`src/rtl/fp_cmp_pkg.sv`:
```
// Shared definitions for the pipelined floating-point compare unit:
// op encodings, operand classification and the canonical quiet NaN.
package fp_cmp_pkg;

    // Widest operand the helper functions can describe; callers slice down.
    localparam int unsigned FP_MAX_W = 128;

    typedef enum logic [2:0] {
        FP_EQ = 3'd0,
        FP_NE = 3'd1,
        FP_LT = 3'd2,
        FP_LE = 3'd3,
        FP_GT = 3'd4,
        FP_GE = 3'd5
    } fp_op_e;

    typedef struct packed {
        logic is_nan;
        logic is_zero;
    } fp_class_t;

    // Canonical qNaN: sign 0, exponent all ones, fraction MSB set, rest 0.
    function automatic logic [FP_MAX_W-1:0] fp_canon_nan(input int unsigned exp_w,
                                                         input int unsigned frac_w);
        logic [FP_MAX_W-1:0] one;
        one = FP_MAX_W'(1);
        return (((one << exp_w) - one) << frac_w) | (one << (frac_w - 1));
    endfunction

    // Classify an operand from its zero-extended exponent and fraction fields.
    function automatic fp_class_t fp_classify(input logic [FP_MAX_W-1:0] exp_f,
                                              input logic [FP_MAX_W-1:0] frac_f,
                                              input int unsigned exp_w);
        fp_class_t c;
        logic [FP_MAX_W-1:0] one;
        one       = FP_MAX_W'(1);
        c.is_nan  = (exp_f == ((one << exp_w) - one)) && (frac_f != '0);
        c.is_zero = (exp_f == '0) && (frac_f == '0);
        return c;
    endfunction

endpackage

```
`src/rtl/fp_cmp_stage.sv`:
```
// Generic valid/ready pipeline register; holds its payload while stalled.
module fp_cmp_stage #(
    parameter int unsigned PAYLOAD_W = 1
) (
    input  logic                 clk,
    input  logic                 rst,
    input  logic                 in_valid,
    output logic                 in_ready,
    input  logic [PAYLOAD_W-1:0] in_data,
    output logic                 out_valid,
    input  logic                 out_ready,
    output logic [PAYLOAD_W-1:0] out_data
);

    // Accept a new payload whenever the register is empty or being drained.
    always_comb begin
        in_ready = !out_valid | out_ready;
    end

    // Register valid and payload; payload only changes on an accepted transfer.
    always_ff @(posedge clk) begin
        if (rst) begin
            out_valid <= 1'b0;
            out_data  <= '0;
        end else if (in_ready) begin
            out_valid <= in_valid;
            if (in_valid) begin
                out_data <= in_data;
            end
        end
    end

endmodule

```
`src/rtl/fp_compare_pipe.sv`:
```
// Two-stage floating-point compare: stage 1 decodes operand fields and the
// magnitude relation, stage 2 resolves the requested op plus min/max.
module fp_compare_pipe
    import fp_cmp_pkg::*;
#(
    parameter int unsigned  EXP_W  = 8,
    parameter int unsigned  FRAC_W = 23,
    parameter int unsigned  TAG_W  = 4,
    localparam int unsigned W      = 1 + EXP_W + FRAC_W
) (
    input  logic             clk,
    input  logic             rst,
    input  logic             in_valid,
    output logic             in_ready,
    input  logic [W-1:0]     in_a,
    input  logic [W-1:0]     in_b,
    input  logic [2:0]       in_op,
    input  logic [TAG_W-1:0] in_tag,
    output logic             out_valid,
    input  logic             out_ready,
    output logic             out_result,
    output logic [W-1:0]     out_min,
    output logic [W-1:0]     out_max,
    output logic             out_unordered,
    output logic             out_illegal,
    output logic [TAG_W-1:0] out_tag
);

    localparam logic [W-1:0] QNAN = W'(fp_canon_nan(EXP_W, FRAC_W));

    typedef struct packed {
        logic             sign_a;
        logic             sign_b;
        logic             nan_a;
        logic             nan_b;
        logic             zero_both;
        logic             mag_gt;
        logic             mag_eq;
        logic [2:0]       op;
        logic [TAG_W-1:0] tag;
        logic [W-1:0]     a;
        logic [W-1:0]     b;
    } dec_t;

    typedef struct packed {
        logic             result;
        logic [W-1:0]     min_v;
        logic [W-1:0]     max_v;
        logic             unordered;
        logic             illegal;
        logic [TAG_W-1:0] tag;
    } res_t;

    dec_t      dec_d, dec_q;
    res_t      res_d, res_q;
    logic      dec_valid, res_ready;
    fp_class_t cls_a, cls_b;
    logic      eq, lt, gt, unordered;

    // Decode fields and the unsigned {exp, frac} relation of the operands.
    always_comb begin
        cls_a           = fp_classify(FP_MAX_W'(in_a[W-2:FRAC_W]), FP_MAX_W'(in_a[FRAC_W-1:0]), EXP_W);
        cls_b           = fp_classify(FP_MAX_W'(in_b[W-2:FRAC_W]), FP_MAX_W'(in_b[FRAC_W-1:0]), EXP_W);
        dec_d.sign_a    = in_a[W-1];
        dec_d.sign_b    = in_b[W-1];
        dec_d.nan_a     = cls_a.is_nan;
        dec_d.nan_b     = cls_b.is_nan;
        dec_d.zero_both = cls_a.is_zero & cls_b.is_zero;
        dec_d.mag_gt    = in_a[W-2:0] > in_b[W-2:0];
        dec_d.mag_eq    = in_a[W-2:0] == in_b[W-2:0];
        dec_d.op        = in_op;
        dec_d.tag       = in_tag;
        dec_d.a         = in_a;
        dec_d.b         = in_b;
    end

    fp_cmp_stage #(.PAYLOAD_W($bits(dec_t))) u_dec_stage (
        .clk       (clk),
        .rst       (rst),
        .in_valid  (in_valid),
        .in_ready  (in_ready),
        .in_data   (dec_d),
        .out_valid (dec_valid),
        .out_ready (res_ready),
        .out_data  (dec_q)
    );

    // Resolve ordering, apply the requested op and select min/max.
    always_comb begin
        unordered = dec_q.nan_a | dec_q.nan_b;
        eq        = dec_q.zero_both | ((dec_q.sign_a == dec_q.sign_b) & dec_q.mag_eq);
        if (dec_q.sign_a != dec_q.sign_b) begin
            lt = dec_q.sign_a & !dec_q.zero_both;
        end else if (!dec_q.sign_a) begin
            lt = !dec_q.mag_gt & !dec_q.mag_eq;
        end else begin
            lt = dec_q.mag_gt;
        end
        if (unordered) begin
            eq = 1'b0;
            lt = 1'b0;
        end
        gt = !lt & !eq & !unordered;

        res_d.unordered = unordered;
        res_d.tag       = dec_q.tag;
        res_d.illegal   = 1'b0;
        case (dec_q.op)
            FP_EQ:   res_d.result = eq;
            FP_NE:   res_d.result = !eq;
            FP_LT:   res_d.result = lt;
            FP_LE:   res_d.result = lt | eq;
            FP_GT:   res_d.result = gt;
            FP_GE:   res_d.result = gt | eq;
            default: begin
                res_d.result  = 1'b0;
                res_d.illegal = 1'b1;
            end
        endcase

        if (dec_q.nan_a & dec_q.nan_b) begin
            res_d.min_v = QNAN;
            res_d.max_v = QNAN;
        end else if (dec_q.nan_a) begin
            res_d.min_v = dec_q.b;
            res_d.max_v = dec_q.b;
        end else if (dec_q.nan_b) begin
            res_d.min_v = dec_q.a;
            res_d.max_v = dec_q.a;
        end else if (eq & dec_q.zero_both) begin
            // Signed zeros: min prefers -0, max prefers +0.
            res_d.min_v = {dec_q.sign_a | dec_q.sign_b, {(W-1){1'b0}}};
            res_d.max_v = {dec_q.sign_a & dec_q.sign_b, {(W-1){1'b0}}};
        end else if (eq) begin
            res_d.min_v = dec_q.a;
            res_d.max_v = dec_q.a;
        end else begin
            res_d.min_v = lt ? dec_q.a : dec_q.b;
            res_d.max_v = gt ? dec_q.a : dec_q.b;
        end
    end

    fp_cmp_stage #(.PAYLOAD_W($bits(res_t))) u_res_stage (
        .clk       (clk),
        .rst       (rst),
        .in_valid  (dec_valid),
        .in_ready  (res_ready),
        .in_data   (res_d),
        .out_valid (out_valid),
        .out_ready (out_ready),
        .out_data  (res_q)
    );

    // Present the registered result.
    always_comb begin
        out_result    = res_q.result;
        out_min       = res_q.min_v;
        out_max       = res_q.max_v;
        out_unordered = res_q.unordered;
        out_illegal   = res_q.illegal;
        out_tag       = res_q.tag;
    end

endmodule
```
`config.mk`:
```
export PLATFORM = sky130hd
export DESIGN_NAME = fp_compare_pipe
export DESIGN_NICKNAME = d
export VERILOG_FILES = /design/src/rtl/fp_cmp_pkg.sv /design/src/rtl/fp_cmp_stage.sv /design/src/rtl/fp_compare_pipe.sv
export SDC_FILE = /design/constraint.sdc
export NUM_CORES = 1
export LEC_CHECK = 0
export CAP_MARGIN = 20
export CORE_MARGIN = 1
export CORE_UTILIZATION = 55
export CTS_BUF_LIST = sky130_fd_sc_hd__clkbuf_4 sky130_fd_sc_hd__clkbuf_8 sky130_fd_sc_hd__clkbuf_16
export DETAILED_ROUTE_END_ITERATION = 12
export PLACE_DENSITY = 0.9
export SYNTH_ARGS = -nofsm -noshare
export SYNTH_HDL_FRONTEND = slang
export SYNTH_SLANG_ARGS = --single-unit
```
`constraint.sdc`:
```
create_clock -name clk -period 5.95 [get_ports clk]
set_clock_uncertainty 0.05 [all_clocks]
set_input_delay 0.595 -clock clk [delete_from_list [all_inputs] [get_ports clk]]
set_output_delay 0.595 -clock clk [all_outputs]
set_load 0.01 [all_outputs]
```
==> reports/metrics.cfg <==
[status]
status = finished, final reports clean

[clocking]
clk_pin_slew_worst_paths_ps = 60
numCtsBuffers = 17
cts_tree = built
cts_setup_buffers = 0
clock_path_buffers = 2
cts_root_buf = clkbuf_16
worstSkewPairLatency_ps = 430
post_cts_resized = 0
cts_hold_buffers = 0
cts_sinks = 149
h-tree-depth = 4

[layout]
nets = 1076
area_growth_pct = 29.6
most-common-layout-cells = nand2_1 (205), dfxtp_1 (149), clkdlybuf4s50_1 (146), a21oi_1 (97), nor2_1 (44)
fillers = 878
register_area_mm2 = 0.00298
multi_input_area_mm2 = 0.00357
fin_util = 0.741
drive_gt1_frac = 0.0746
antennaDiodeCount = 0
final_area_mm2 = 0.00905
final_common_cell = nand2_1

[min_path]
min_path_cells = 2
holdPathEnd = u_res_stage.out_data[11]$_SDFFE_PP0P_
min_path_type = flop to flop
hold_path.startpoint = u_res_stage.out_data[11]$_SDFFE_PP0P_

[yosys]
synth_top_cell_area_share = 0.427
yosysTopAreaCell = dfxtp_1
syn-num-nets = 957
synth_edf_count = 0
ys_seq_elements = 149
synth_cell_types = 55
synth_ff_type = dfxtp_1
synthArstFlopShare = 0
syn_avg_cell_area_um2 = 8.22
synthesis.area_mm2 = 0.00698
yosysWarnings = 0
synthTopCellsByArea = dfxtp_1 (43%), nand2_1 (11%), a21oi_1 (7.0%)
synthCells = 849
seq_area_frac_synth = 0.427

[drt]
drt_iter0_drc = 555
viasPerCell = 5.94
drcViolationCount = 0
antenna_left = 0
wl_mm = 19.7
wl_per_cell_um = 17.2
first_pass_iters = 5
via_count = 6818

[critical_path]
cp_top_family = compound AO/OA/AOI/OAI gates
slowest_stage = dfxtp_1
path_max_fanout = 20
r2r_slack_ps = 2980
cp_num_buf_inv = 2
worst_ep_required_time_ps = 6200
r2r_start = u_dec_stage.out_data[63]$_SDFFE_PP0P_
path_cells = inv_1, ha_1, o31ai_1, o31ai_2, o31ai_4, buf_4, mux2i_1, o21ai_1
max_stage_delay_ps = 540
worstPathArrival_ps = 3220
timing.rr.end = u_res_stage.out_data[56]$_SDFFE_PP0P_
worst-r2r-cell-count = 8
cp-start-kind = flop
cp-end-kind = flop
crit_type = flop to flop

[timing]
hold_violations = 0
rsz0062_at_grt = false
tns_ps = 0
max_freq_mhz = 337
layout_min_cycle_time_ps = 2970
maxSlewViolCount = 0
setup_viol = 0
min_period_over_period = 0.499
slew_headroom = 0.318
worst_pin_slew_ps = 1020
holdWs_ps = 394

[floorplanning]
core_area_mm2 = 0.0122
die-area_mm2 = 0.0131
rows = 40
die_height_um = 115
initial_utilization = 0.572
die_w_um = 115
pin_count = 148

[global_routing]
grt_max_degree = 95
grt_overflow = 0
antenna_found_initial = 0
globalRouteTotalUtil = 0.310
grt_pass1_vias = 6528
grt_pass1_wl_mm = 31.6

[placed_design]
dp_hpwl_mm = 13.4
gp_congestion = 0.952
io_buffers = 147
detailed_place.area_mm2 = 0.00845

[flow_run]
maxCapViolCount = 0

[power_and_ir_drop]
total_power_mw = 2.59
power.density_mw_per_mm2 = 286
irDropWorstVdd_uv = 188
leakagePower_nw = 3.55

[flip-flops by register name (all words and copies together) (netlist names)]
register,cells
u_res_stage.out_data,71
u_res_stage.out_valid,1
u_dec_stage.out_valid,1
u_dec_stage.out_data,76
[metal layers]
metal  wire length, um  share of wire  global-route usage  vias to the layer above
met5                 0              0                   0                        -
met4               691          0.035               0.171                        0
met3              1480          0.075              0.0709                       72
met2              9520           0.48               0.515                      342
met1              8020           0.41               0.370                     3223
li1                  -              -                   -                     3181
[worst max-delay path by stage]
stage	start	to	slack, ps	depth (start not counted)
6_report	u_dec_stage.out_data[63]$_SDFFE_PP0P_	u_res_stage.out_data[56]$_SDFFE_PP0P_	2980	8
5_1_grt	u_dec_stage.out_data[63]$_SDFFE_PP0P_	u_res_stage.out_data[56]$_SDFFE_PP0P_	2750	8
4_1_cts	u_dec_stage.out_data[63]$_SDFFE_PP0P_	u_res_stage.out_data[56]$_SDFFE_PP0P_	3020	8
3_5_place_dp	out_ready	u_dec_stage.out_data[37]$_SDFFE_PP0P_	2910	7
3_3_place_gp	out_ready	u_res_stage.out_data[54]$_SDFFE_PP0P_	3010	8
2_1_floorplan	u_dec_stage.out_data[63]$_SDFFE_PP0P_	u_res_stage.out_data[38]$_SDFFE_PP0P_	3730	10
[power breakdown]
group	switching, mW	total (mW)	internal, mW
Clock	0.395	1.08	0.690
Combinational	0.234	0.421	0.186
Sequential	0.0377	1.09	1.05
Total	0.667	2.59	1.92
[worst register-to-register path, stage by stage (launching register included)]
cell	delay (ps)
dfxtp_1	540
inv_1	140
ha_1	380
o31ai_1	260
o31ai_2	170
o31ai_4	450
buf_4	470
mux2i_1	310
o21ai_1	80
[final cells by class]
| cell class | instances | share of cell area |
|---|---|---|
| multi-input cells | 605 | 0.395 |
| repair buffers | 155 | 0.169 |
| flip-flops and latches | 149 | 0.330 |
| clock buffers | 21 | 0.0524 |
| inverters | 40 | 0.0166 |
| well taps | 168 | 0.0232 |
| clock inverters | 9 | 0.0141 |
[through the flow]
| stage | instances | worst slack [ps] |
|---|---|---|
| 6_report | 1147 | 2980 |
| 5_1_grt | 1147 | 2750 |
| 4_1_cts | 1147 | 3020 |
| 3_5_place_dp | 1117 | 2910 |
| 3_3_place_gp | 1117 | 3010 |
| 2_1_floorplan | 849 | 3730 |
[Yosys cell counts, types with 3 or more instances]
| cell | instances |
|---|---|
| buf_2 | 12 |
| a221oi_1 | 14 |
| nand4_1 | 13 |
| clkbuf_1 | 31 |
| nor2b_1 | 3 |
| nor2_1 | 45 |
| mux2i_1 | 40 |
| nand2b_1 | 4 |
| a21o_1 | 3 |
| buf_4 | 4 |
| a211oi_1 | 6 |
| nor3_1 | 16 |
| o21ai_1 | 41 |
| a2111oi_0 | 3 |
| a221oi_2 | 10 |
| nand2_1 | 206 |
| inv_1 | 38 |
| nor3_2 | 10 |
| buf_6 | 4 |
| nor4_1 | 18 |
| a21oi_1 | 97 |
| dfxtp_1 | 149 |
| ha_1 | 33 |
| o21ai_0 | 7 |
[cells by family (layout without fill, tap and decap cells)]
kind of cell,count (synthesis),in the layout,synth area share
AO/OA/AOI/OAI,206,206,0.188
multiplexers,40,40,0.0573
buffers and inverters,95,225,0.0618
AND/OR/NAND/NOR,326,326,0.206
flip-flops,149,149,0.427
adder cells (fa/ha/maj),33,33,0.0591
Power figures use the tool's default switching activity.
